### config.mk
export PLATFORM = sky130hd
export DESIGN_NAME = pulse_cmd_parser_flat
export DESIGN_NICKNAME = d
export VERILOG_FILES = /design/src/rtl/pulse_cmd_parser_pkg.sv /design/src/rtl/pulse_cmd_parser_if.sv /design/src/rtl/pulse_cmd_parser_ack_holder.sv /design/src/rtl/pulse_cmd_parser.sv /design/src/flat_wrapper.sv
export SDC_FILE = /design/constraint.sdc
export NUM_CORES = 1
export LEC_CHECK = 0
export ABC_AREA = 1
export ABC_CLOCK_PERIOD_IN_PS = 3000
export BUFFER_PORTS_ARGS = -buffer_cell sky130_fd_sc_hd__clkbuf_2
export CORE_MARGIN = 8
export CORE_UTILIZATION = 50
export DETAILED_ROUTE_END_ITERATION = 12
export PLACE_DENSITY = 0.72
export SLEW_MARGIN = 10
export SYNTH_ARGS = -nofsm -noshare
export SYNTH_HDL_FRONTEND = slang
export SYNTH_SLANG_ARGS = --single-unit
### constraint.sdc
create_clock -name clk -period 3 [get_ports clk]
set_input_delay 0.6 -clock clk [delete_from_list [all_inputs] [get_ports clk]]
set_output_delay 0.6 -clock clk [all_outputs]
set_load 0.1 [all_outputs]
### src/rtl/pulse_cmd_parser_pkg.sv
// Shared definitions for the host command parser: command codes, ack codes
// and the frame FSM state encoding.
package pulse_pkg;

    typedef enum logic [1:0] {
        IDLE    = 2'd0,
        PAYLOAD = 2'd1,
        COMMIT  = 2'd2
    } state_t;

    localparam logic [7:0] CONT_SET_DELAY  = 8'd0;
    localparam logic [7:0] CONT_SET_PERIOD = 8'd1;
    localparam logic [7:0] CONT_SET_PULSE1 = 8'd2;
    localparam logic [7:0] CONT_SET_PULSE2 = 8'd3;
    localparam logic [7:0] CONT_TOGGLE_P1  = 8'd4;
    localparam logic [7:0] CONT_SET_CPMG   = 8'd5;
    localparam logic [7:0] CONT_SET_ATT    = 8'd6;
    localparam logic [7:0] CONT_SET_NUTW   = 8'd7;
    localparam logic [7:0] CONT_SET_NUTD   = 8'd8;

    localparam logic [7:0] ACK_BADCMD  = 8'hFF;
    localparam logic [7:0] ACK_TIMEOUT = 8'hFE;

    localparam int FRAME_PAYLOAD_BYTES = 4;

    function automatic logic is_valid_cmd(input logic [7:0] cmd);
        return cmd <= CONT_SET_NUTD;
    endfunction

endpackage

### src/rtl/pulse_cmd_parser_if.sv
// Byte streams between the UART and the command parser.
// rx: rx_valid is a one-cycle strobe with no back-pressure. tx: tx_data is
// transferred on every cycle where tx_valid && tx_ready; tx_valid stays high
// until that cycle.
interface pulse_cmd_parser_if;
    logic [7:0] rx_data;
    logic       rx_valid;
    logic [7:0] tx_data;
    logic       tx_valid;
    logic       tx_ready;

    modport master (
        output rx_data,
        output rx_valid,
        output tx_ready,
        input  tx_data,
        input  tx_valid
    );

    modport slave (
        input  rx_data,
        input  rx_valid,
        input  tx_ready,
        output tx_data,
        output tx_valid
    );
endinterface

### src/rtl/pulse_cmd_parser_ack_holder.sv
// One-entry acknowledge register. A push always wins over a same-cycle
// handshake, so the newest ack is never lost.
module ack_holder
    import pulse_pkg::*;
(
    input  logic       clk,
    input  logic       resetn,
    input  logic       push,
    input  logic [7:0] push_data,
    input  logic       tx_ready,
    output logic [7:0] tx_data,
    output logic       tx_valid
);

    always_ff @(posedge clk or negedge resetn) begin
        if (!resetn) begin
            tx_valid <= 1'b0;
            tx_data  <= 8'h00;
        end else if (push) begin
            tx_valid <= 1'b1;
            tx_data  <= push_data;
        end else if (tx_valid && tx_ready) begin
            tx_valid <= 1'b0;
        end
    end

endmodule

### src/rtl/pulse_cmd_parser.sv
// Assembles 5-byte host frames into the pulse-timing register bank, pulses
// upd on every register change and queues one ack byte per frame.
module pulse_cmd_parser
    import pulse_pkg::*;
#(
    parameter int          TIMEOUT    = 50000,
    parameter logic [31:0] DEF_PERIOD = 32'd20000,
    parameter logic [31:0] DEF_PULSE1 = 32'd6,
    parameter logic [31:0] DEF_PULSE2 = 32'd12
) (
    input  logic              clk,
    input  logic              resetn,
    pulse_cmd_parser_if.slave bus,
    output logic [31:0]       delay,
    output logic [31:0]       period,
    output logic [31:0]       pulse1,
    output logic [31:0]       pulse2,
    output logic              pulse1_en,
    output logic [7:0]        cpmg,
    output logic [5:0]        att,
    output logic [31:0]       nut_w,
    output logic [31:0]       nut_d,
    output logic              upd,
    output logic              frame_err,
    output state_t            fsm_state
);

    localparam int               CNT_W   = $clog2(TIMEOUT + 1);
    localparam logic [CNT_W-1:0] CNT_MAX = CNT_W'(TIMEOUT);

    state_t           state_q;
    state_t           state_d;
    logic [7:0]       cmd_q;
    logic [1:0]       idx_q;
    logic [31:0]      payload_q;
    logic [CNT_W-1:0] cnt_q;

    logic       frame_start;
    logic       timeout_hit;
    logic       commit;
    logic       wr_en;
    logic       ferr_d;
    logic       ack_push;
    logic [7:0] ack_data;

    assign fsm_state = state_q;

    always_ff @(posedge clk or negedge resetn) begin
        if (!resetn) begin
            state_q <= IDLE;
        end else begin
            state_q <= state_d;
        end
    end

    always_comb begin
        state_d = state_q;
        case (state_q)
            IDLE: begin
                if (bus.rx_valid) state_d = PAYLOAD;
            end
            PAYLOAD: begin
                if (bus.rx_valid && idx_q == 2'(FRAME_PAYLOAD_BYTES - 1)) state_d = COMMIT;
                else if (timeout_hit)                                      state_d = IDLE;
            end
            COMMIT: begin
                // A byte arriving during COMMIT already opens the next frame.
                state_d = bus.rx_valid ? PAYLOAD : IDLE;
            end
            default: state_d = IDLE;
        endcase
    end

    always_comb begin
        frame_start = bus.rx_valid && (state_q != PAYLOAD);
        // A byte in the expiry cycle takes priority over the timeout.
        timeout_hit = (state_q == PAYLOAD) && !bus.rx_valid && (cnt_q == CNT_MAX);
        commit      = (state_q == COMMIT);
        wr_en       = commit && is_valid_cmd(cmd_q);
        ferr_d      = (commit && !is_valid_cmd(cmd_q)) || timeout_hit;
        ack_push    = commit || timeout_hit;
        if (timeout_hit)              ack_data = ACK_TIMEOUT;
        else if (is_valid_cmd(cmd_q)) ack_data = cmd_q;
        else                          ack_data = ACK_BADCMD;
    end

    always_ff @(posedge clk or negedge resetn) begin
        if (!resetn) begin
            cmd_q     <= 8'h00;
            idx_q     <= 2'd0;
            payload_q <= 32'h0;
            cnt_q     <= '0;
        end else if (frame_start) begin
            cmd_q <= bus.rx_data;
            idx_q <= 2'd0;
            cnt_q <= '0;
        end else if (state_q == PAYLOAD) begin
            if (bus.rx_valid) begin
                payload_q[{idx_q, 3'b000} +: 8] <= bus.rx_data;
                idx_q                           <= idx_q + 2'd1;
                cnt_q                           <= '0;
            end else if (cnt_q != CNT_MAX) begin
                cnt_q <= cnt_q + 1'b1;
            end
        end
    end

    always_ff @(posedge clk or negedge resetn) begin
        if (!resetn) begin
            delay     <= 32'h0;
            period    <= DEF_PERIOD;
            pulse1    <= DEF_PULSE1;
            pulse2    <= DEF_PULSE2;
            pulse1_en <= 1'b1;
            cpmg      <= 8'h00;
            att       <= 6'h00;
            nut_w     <= 32'h0;
            nut_d     <= 32'h0;
            upd       <= 1'b0;
            frame_err <= 1'b0;
        end else begin
            upd       <= wr_en;
            frame_err <= ferr_d;
            if (wr_en) begin
                case (cmd_q)
                    CONT_SET_DELAY:  delay     <= payload_q;
                    CONT_SET_PERIOD: period    <= payload_q;
                    CONT_SET_PULSE1: pulse1    <= payload_q;
                    CONT_SET_PULSE2: pulse2    <= payload_q;
                    CONT_TOGGLE_P1:  pulse1_en <= ~pulse1_en;
                    CONT_SET_CPMG:   cpmg      <= payload_q[7:0];
                    CONT_SET_ATT:    att       <= payload_q[5:0];
                    CONT_SET_NUTW:   nut_w     <= payload_q;
                    CONT_SET_NUTD:   nut_d     <= payload_q;
                    default: ;
                endcase
            end
        end
    end

    ack_holder u_ack_holder (
        .clk       (clk),
        .resetn    (resetn),
        .push      (ack_push),
        .push_data (ack_data),
        .tx_ready  (bus.tx_ready),
        .tx_data   (bus.tx_data),
        .tx_valid  (bus.tx_valid)
    );

endmodule

### src/flat_wrapper.sv
// flat-port wrapper written by rule: the top's interface ports become plain ports
module pulse_cmd_parser_flat import pulse_pkg::*;
#(
    parameter int          TIMEOUT    = 50000,
    parameter logic [31:0] DEF_PERIOD = 32'd20000,
    parameter logic [31:0] DEF_PULSE1 = 32'd6,
    parameter logic [31:0] DEF_PULSE2 = 32'd12
)
  (clk, resetn, delay, period, pulse1, pulse2, pulse1_en, cpmg, att, nut_w, nut_d, upd, frame_err, fsm_state, bus_rx_data, bus_rx_valid, bus_tx_ready, bus_tx_data, bus_tx_valid);
  pulse_cmd_parser_if bus_i ();
  input  logic clk;
  input  logic resetn;
  output logic [31:0] delay;
  output logic [31:0] period;
  output logic [31:0] pulse1;
  output logic [31:0] pulse2;
  output logic pulse1_en;
  output logic [7:0] cpmg;
  output logic [5:0] att;
  output logic [31:0] nut_w;
  output logic [31:0] nut_d;
  output logic upd;
  output logic frame_err;
  output state_t fsm_state;
  input wire logic [$bits(bus_i.rx_data)-1:0] bus_rx_data;
  input wire logic [$bits(bus_i.rx_valid)-1:0] bus_rx_valid;
  input wire logic [$bits(bus_i.tx_ready)-1:0] bus_tx_ready;
  output wire logic [$bits(bus_i.tx_data)-1:0] bus_tx_data;
  output wire logic [$bits(bus_i.tx_valid)-1:0] bus_tx_valid;
  assign bus_i.rx_data = bus_rx_data;
  assign bus_i.rx_valid = bus_rx_valid;
  assign bus_i.tx_ready = bus_tx_ready;
  assign bus_tx_data = bus_i.tx_data;
  assign bus_tx_valid = bus_i.tx_valid;
  pulse_cmd_parser #(.TIMEOUT(TIMEOUT), .DEF_PERIOD(DEF_PERIOD), .DEF_PULSE1(DEF_PULSE1), .DEF_PULSE2(DEF_PULSE2)) u_core (.clk(clk), .resetn(resetn), .bus(bus_i), .delay(delay), .period(period), .pulse1(pulse1), .pulse2(pulse2), .pulse1_en(pulse1_en), .cpmg(cpmg), .att(att), .nut_w(nut_w), .nut_d(nut_d), .upd(upd), .frame_err(frame_err), .fsm_state(fsm_state));
endmodule
; Word level (Yosys, flattened, before mapping)
; Index checks and enable logic that the tools add are counted.
; W data, S select, Z words.
[word_totals]
out_inout_bits = 220
in_bits = 12
wordCells = 89
register_bits = 278
[classes]
n_reduce_logical = 30
n_lt_le_gt_ge = 1
n_shift = 2
bitwise = 2
n_addsub = 3
muxes = 17
eq_ne = 16
[ops]
columns = op, count
row1 = $mux W16, 4
row2 = $bwmux W32, 1
row3 = $eq A8 B3 Y1 const B, 4
row4 = $shift A8 B7 Y32 const A, 1
row5 = $shiftx A8 B7 Y32, 1
row6 = $reduce_and A2 Y1, 12
row7 = $add A16 B1 Y16 const B, 1
row8 = $eq A16 B16 Y1 const B, 1
row9 = $eq A8 B2 Y1 const B, 2
row10 = $mux W8, 2
row11 = $ne A16 B16 Y1 const B, 1
row12 = $mux W2, 6
row13 = $eq A8 B1 Y1 const B, 1
row14 = $eq A8 B4 Y1 const B, 1
row15 = $le A8 B4 Y1 const B, 1
row16 = $logic_not A8 Y1, 1
row17 = $logic_and A1 B1 Y1, 7
row18 = $neg A5 Y7, 1
row19 = $pmux W2 S3, 1
row20 = $reduce_bool A2 Y1, 3
row21 = $eq A2 B2 Y1 const B, 2
row22 = $mux W1, 3
row23 = $ne A3 B1 Y1 const B, 1
row24 = $reduce_and A3 Y1, 1
row25 = 9 further kinds, 12

; Longest topological paths before layout
[logic_depth]
depth_word = 6
ltp_mapped = 10
ltp_nobuf = 9

; Modules after synthesis
; From an unflattened synthesis, not the netlist that was laid out.
[unflattened]
hier_cells = 1130
hier_area_um2 = 11129.4
[modules_own_cells]
columns = mod, cells_per_inst, area_each_um2, instances, seq_area_each_um2
row1 = pulse_cmd_parser, 1092, 10787.8, 1, 6744.0
row2 = ack_holder, 38, 341.6, 1, 225.2

; Least setup slack after synthesis
; Ideal clock, no wire load.
[synth_timing]
path_kind = reg2reg
start = register u_core.state_q[1], in the netlist u_core.fsm_state[1]
end = register u_core.att[0]
setup_ns = 0.122
synth_period_minus_slack_ns = 2.260
path_slack_ns = 0.740
stages_incl_launch_ff = 8
n_path_buf = 2
arrival_ns = 2.138
required_time_ns = 2.878
cell_sequence = dfrtp_1 > inv_1 > nor2_1 > clkbuf_1 > buf_2 > nand3_1 > nand2_1 > nand2_1
[synth_between]
elab_chain_len = 3
[synth_rtl]
columns = element, line_no
row1 = "start, declared", pulse_cmd_parser.sv:31  ; state_t state_q;
row2 = "start signal, assigned", pulse_cmd_parser.sv:52  ; state_q <= state_d;
row3 = $eq A2 B2 Y1, pulse_cmd_parser.sv:78  ; commit = (state_q == COMMIT);
row4 = $logic_and A1 B1 Y1, pulse_cmd_parser.sv:79  ; wr_en = commit && is_valid_cmd(cmd_q);
row5 = $reduce_and A2 Y1 (no line), n/a
row6 = "end signal, assigned", pulse_cmd_parser.sv:132  ; CONT_SET_ATT: att <= payload_q[5:0];
row7 = "end, declared", pulse_cmd_parser.sv:20  ; output logic [5:0] att,
; Every way passes these cells.
; A chain may end at the register's enable or synchronous reset.

; Worst setup path in the final report
[layout_timing]
start = register u_core.cmd_q[5]
end = register u_core.period[16]
[layout_between]
elab_chain_len = 3
word_cells_on_any_way = 4
cone_classes = order compare (1) / eq/ne (1) / reduce/logical (2)
[layout_rtl]
columns = element, line_no
row1 = "start, declared", pulse_cmd_parser.sv:33  ; logic [7:0] cmd_q;
row2 = "start signal, assigned", pulse_cmd_parser.sv:94  ; cmd_q <= bus.rx_data;
row3 = $le A8 B4 Y1, pulse_cmd_parser_pkg.sv:27  ; return cmd <= CONT_SET_NUTD;
row4 = $logic_and A1 B1 Y1, pulse_cmd_parser.sv:79
row5 = $reduce_and A2 Y1 (no line) (*), n/a
row6 = "end signal, assigned", pulse_cmd_parser.sv:127  ; CONT_SET_PERIOD: period <= payload_q;
row7 = "end, declared", pulse_cmd_parser.sv:15  ; output logic [31:0] period,
; Every way passes the cells marked *; elsewhere a longest branch is shown, timed or not.

==> metrics <==
outcome finished, final reports clean; Critical Path Slowest Stage Cell buf_4; CTS root buf clkbuf_16; area grow syn2layout 21.2%; CP max FO around 50; Ys Warns 0; Core Footprint approximately 23000 um2; Worst path max stage delay about 0.46 ns; Final #Nets roughly 1600; setup_tns 0 ns; pwr dens about 740 nW/um2; critical path required time 3.43 ns; CP Cell Sequence nor2_1, nand3_2, buf_4, inv_2, nand2_1, nand2_8, buf_4, nand3_1, buf_4, nand2_1, nand2_1; Int Pwr approximately 0.007 W; die area 29100 um2; Switching Power 0.00376 W; initial antenna violation count 0; CP top delay family buffers and inverters; Worst slew margin 0.375; Combinational Power Share 0.180; Clk pwr share 0.379; clk_lat worst skew roughly 0.55 ns; Hold WC Path Type input pin to asynchronous set/reset pin; fraction of layout cells with a size suffix above 1 0.218; max-slew violations 0; CTS tree yes; crit share post-route 0.807; Mapped Nets between 1000 and 1500; final hold violation count 0; ant diodes 0; Area after DPL 13400 um2; Max Cap Viol 0; Starting Density 0.509; ANT nets after route 0; GR Util All Layers 0.253; Setup Buffers After CTS 0; Critical Path End Type flip-flop; Die Ht between 150 and 200 um; Post-Syn Area around 12000 um2; Net Sw Frac 0.349; post-route design area about 14000 um2; largest net degree at the start of global routing 92; syn avg cell area between 8 and 9 um2; CTS H-tree lvls 1; Final Critical Period 2.42 ns; FMAX 413 MHz; sequential-to-total area share from yosys stat 0.583; Power Total approximately 0.011 W; CP bufs+invs 4; # port buffers ~230; DR pass1 iterations 6; CP Launch Type flip-flop; # DRC 0; WL/cell roughly 20 um; Die Wd ~170 um; FF+latch count, synth about 280; Mapped Cells around 1400; hpwl dp approximately 26000 um; Post-CTS Resized 0; number of cell rows 56; clk sinks about 280; global route overflow 0; CTS Hold Buffers Added 0; GP Congestion approximately 0.9; maximum clock path buffer count 3; Worst Max-Slew Pin Slew between 0.9 and 1 ns; Final Skew around 0.016 ns; clk slew on worst S/H paths ~0.060 ns; critical path arrival ~2.9 ns; number of global-route vias before repair 10400; via count about 11000; DRT iter0 DRCs ~1100; Lkg Pwr ~8 nW; Seq pwr share 0.441; Worst VDD drop ~0.00069 V; I/O pin cnt 232; Fill cells between 2000 and 2500; CTS Buf Count 29; first-pass GRT wire length ~60000 um; RSZ-0062 raised after global routing no; Via density between 5 and 6; final setup vio count 0; critical path type flip-flop to flip-flop; Routed WL approximately 37000 um; Cell variety after synth 30; hold_ws 0.00533 ns
==> kinds of logic after synthesis <==
family,after synthesis,synth area share
compound gates,109,0.0503
xor+xnor,1,0.000733
fa+ha+maj,7,0.00732
buf+inv,152,0.0548
flops,278,0.583
simple gates,807,0.304
==> worst register-to-register path: cells and delay by family, from the launching register on <==
family | cells | cell delay (ns)
AND/OR/NAND/NOR | 7 | 0.92
buffers and inverters | 4 | 1.02
flip-flops | 1 | 0.38
==> through the flow <==
stage,cells,util,worst slack (ns)
2_1_floorplan,1354,-,0.740
3_3_place_gp,1837,0.571,0.748
3_5_place_dp,1837,0.571,0.622
4_1_cts,1890,0.618,0.596
5_1_grt,1890,0.618,0.437
6_report,1890,0.618,0.579
==> power groups by stage <==
stage | combinational (W) | sequential [W] | clock [W]
floorplan | 0.00113 | 0.00482 | 0
CTS | 0.00193 | 0.00472 | 0.00412
finish | 0.00194 | 0.00475 | 0.00408
global placement | 0.00188 | 0.00477 | 0
global route | 0.00210 | 0.00477 | 0.00427
detailed placement | 0.00192 | 0.00478 | 0
==> registers in the layout, summed over array words and instances, names as in the netlist, 2 cells and up <==
register                     flops
u_core.att                       6
u_core.cmd_q                     8
u_core.cnt_q                    16
u_core.cpmg                      8
u_core.delay                    32
u_core.fsm_state                 2
u_core.idx_q                     2
u_core.nut_d                    32
u_core.nut_w                    32
u_core.payload_q                32
u_core.period                   32
u_core.pulse1                   32
u_core.pulse2                   32
u_core.u_ack_holder.tx_data      8
==> cell usage after synthesis, drive strengths merged <==
cell type / n / area, um2
xor2: 1 / 8.76
buf: 37 / 218
o21ai: 81 / 405
o21a: 8 / 60.1
nor2: 41 / 156
o21bai: 1 / 7.51
dfrtp: 268 / 6710
dfstp: 10 / 263
or2: 2 / 12.5
o31ai: 7 / 52.6
nor3: 15 / 110
nand3: 50 / 255
o41ai: 4 / 35.0
a21oi: 7 / 35.0
nand4: 185 / 1160
ha: 7 / 87.6
o22ai: 1 / 6.26
clkbuf: 62 / 239
nand3b: 3 / 22.5
inv: 53 / 199
nand2: 511 / 1920
==> layout by cell type (no fill, tap or decap), types with 7 or more instances in the layout <==
master     instances
nand2_1          510
dfrtp_1          268
clkbuf_2         230
nand4_1          185
o21ai_0           81
inv_1             49
nand3_1           49
nor2_1            39
clkbuf_16         29
buf_4             29
dfstp_2           10
nor3_1             8
o21a_1             8
clkbuf_8           8
a21oi_1            7
o31ai_1            7
ha_1               7
bufinv_16          7
==> path summary, 6_finish.rpt <==
kind                       slack (ns)                    startpoint  cells after the start                                        to
max in group asynchronous        2.15                        resetn                      2              u_core.pulse1[2]$_DFFE_PN1P_
setup / recovery                 0.58   u_core.cmd_q[5]$_DFFE_PN0P_                     11             u_core.period[16]$_DFFE_PN0P_
hold reg to reg                  0.47  u_core.pulse1[2]$_DFFE_PN1P_                      2              u_core.pulse1[2]$_DFFE_PN1P_
hold / removal                  0.005                        resetn                      1              u_core.delay[16]$_DFFE_PN0P_
setup reg to reg                 0.58   u_core.cmd_q[5]$_DFFE_PN0P_                     11             u_core.period[16]$_DFFE_PN0P_
min in group clk                 0.24                  bus_tx_ready                      2  u_core.u_ack_holder.tx_valid$_DFFE_PN0P_
==> area by class of cell <==
class                           count  area (um2)  share of cell area
Clock buffer                       38         840              0.0579
Clock inverter                     15         260              0.0180
Inverter                           53         199              0.0137
Multi-Input combinational cell    924        4390               0.303
Sequential cell                   278        6970               0.481
Tap cell                          319         399              0.0275
Timing Repair Buffer              263        1440              0.0996
==> per-layer routing <==
layer	wire length, um	GRT usage
met1	15300	0.340
met5	0	0
met3	3210	0.0461
met4	1050	0.0797
met2	17700	0.410
Note: power is estimated with default switching activity, not from simulation.
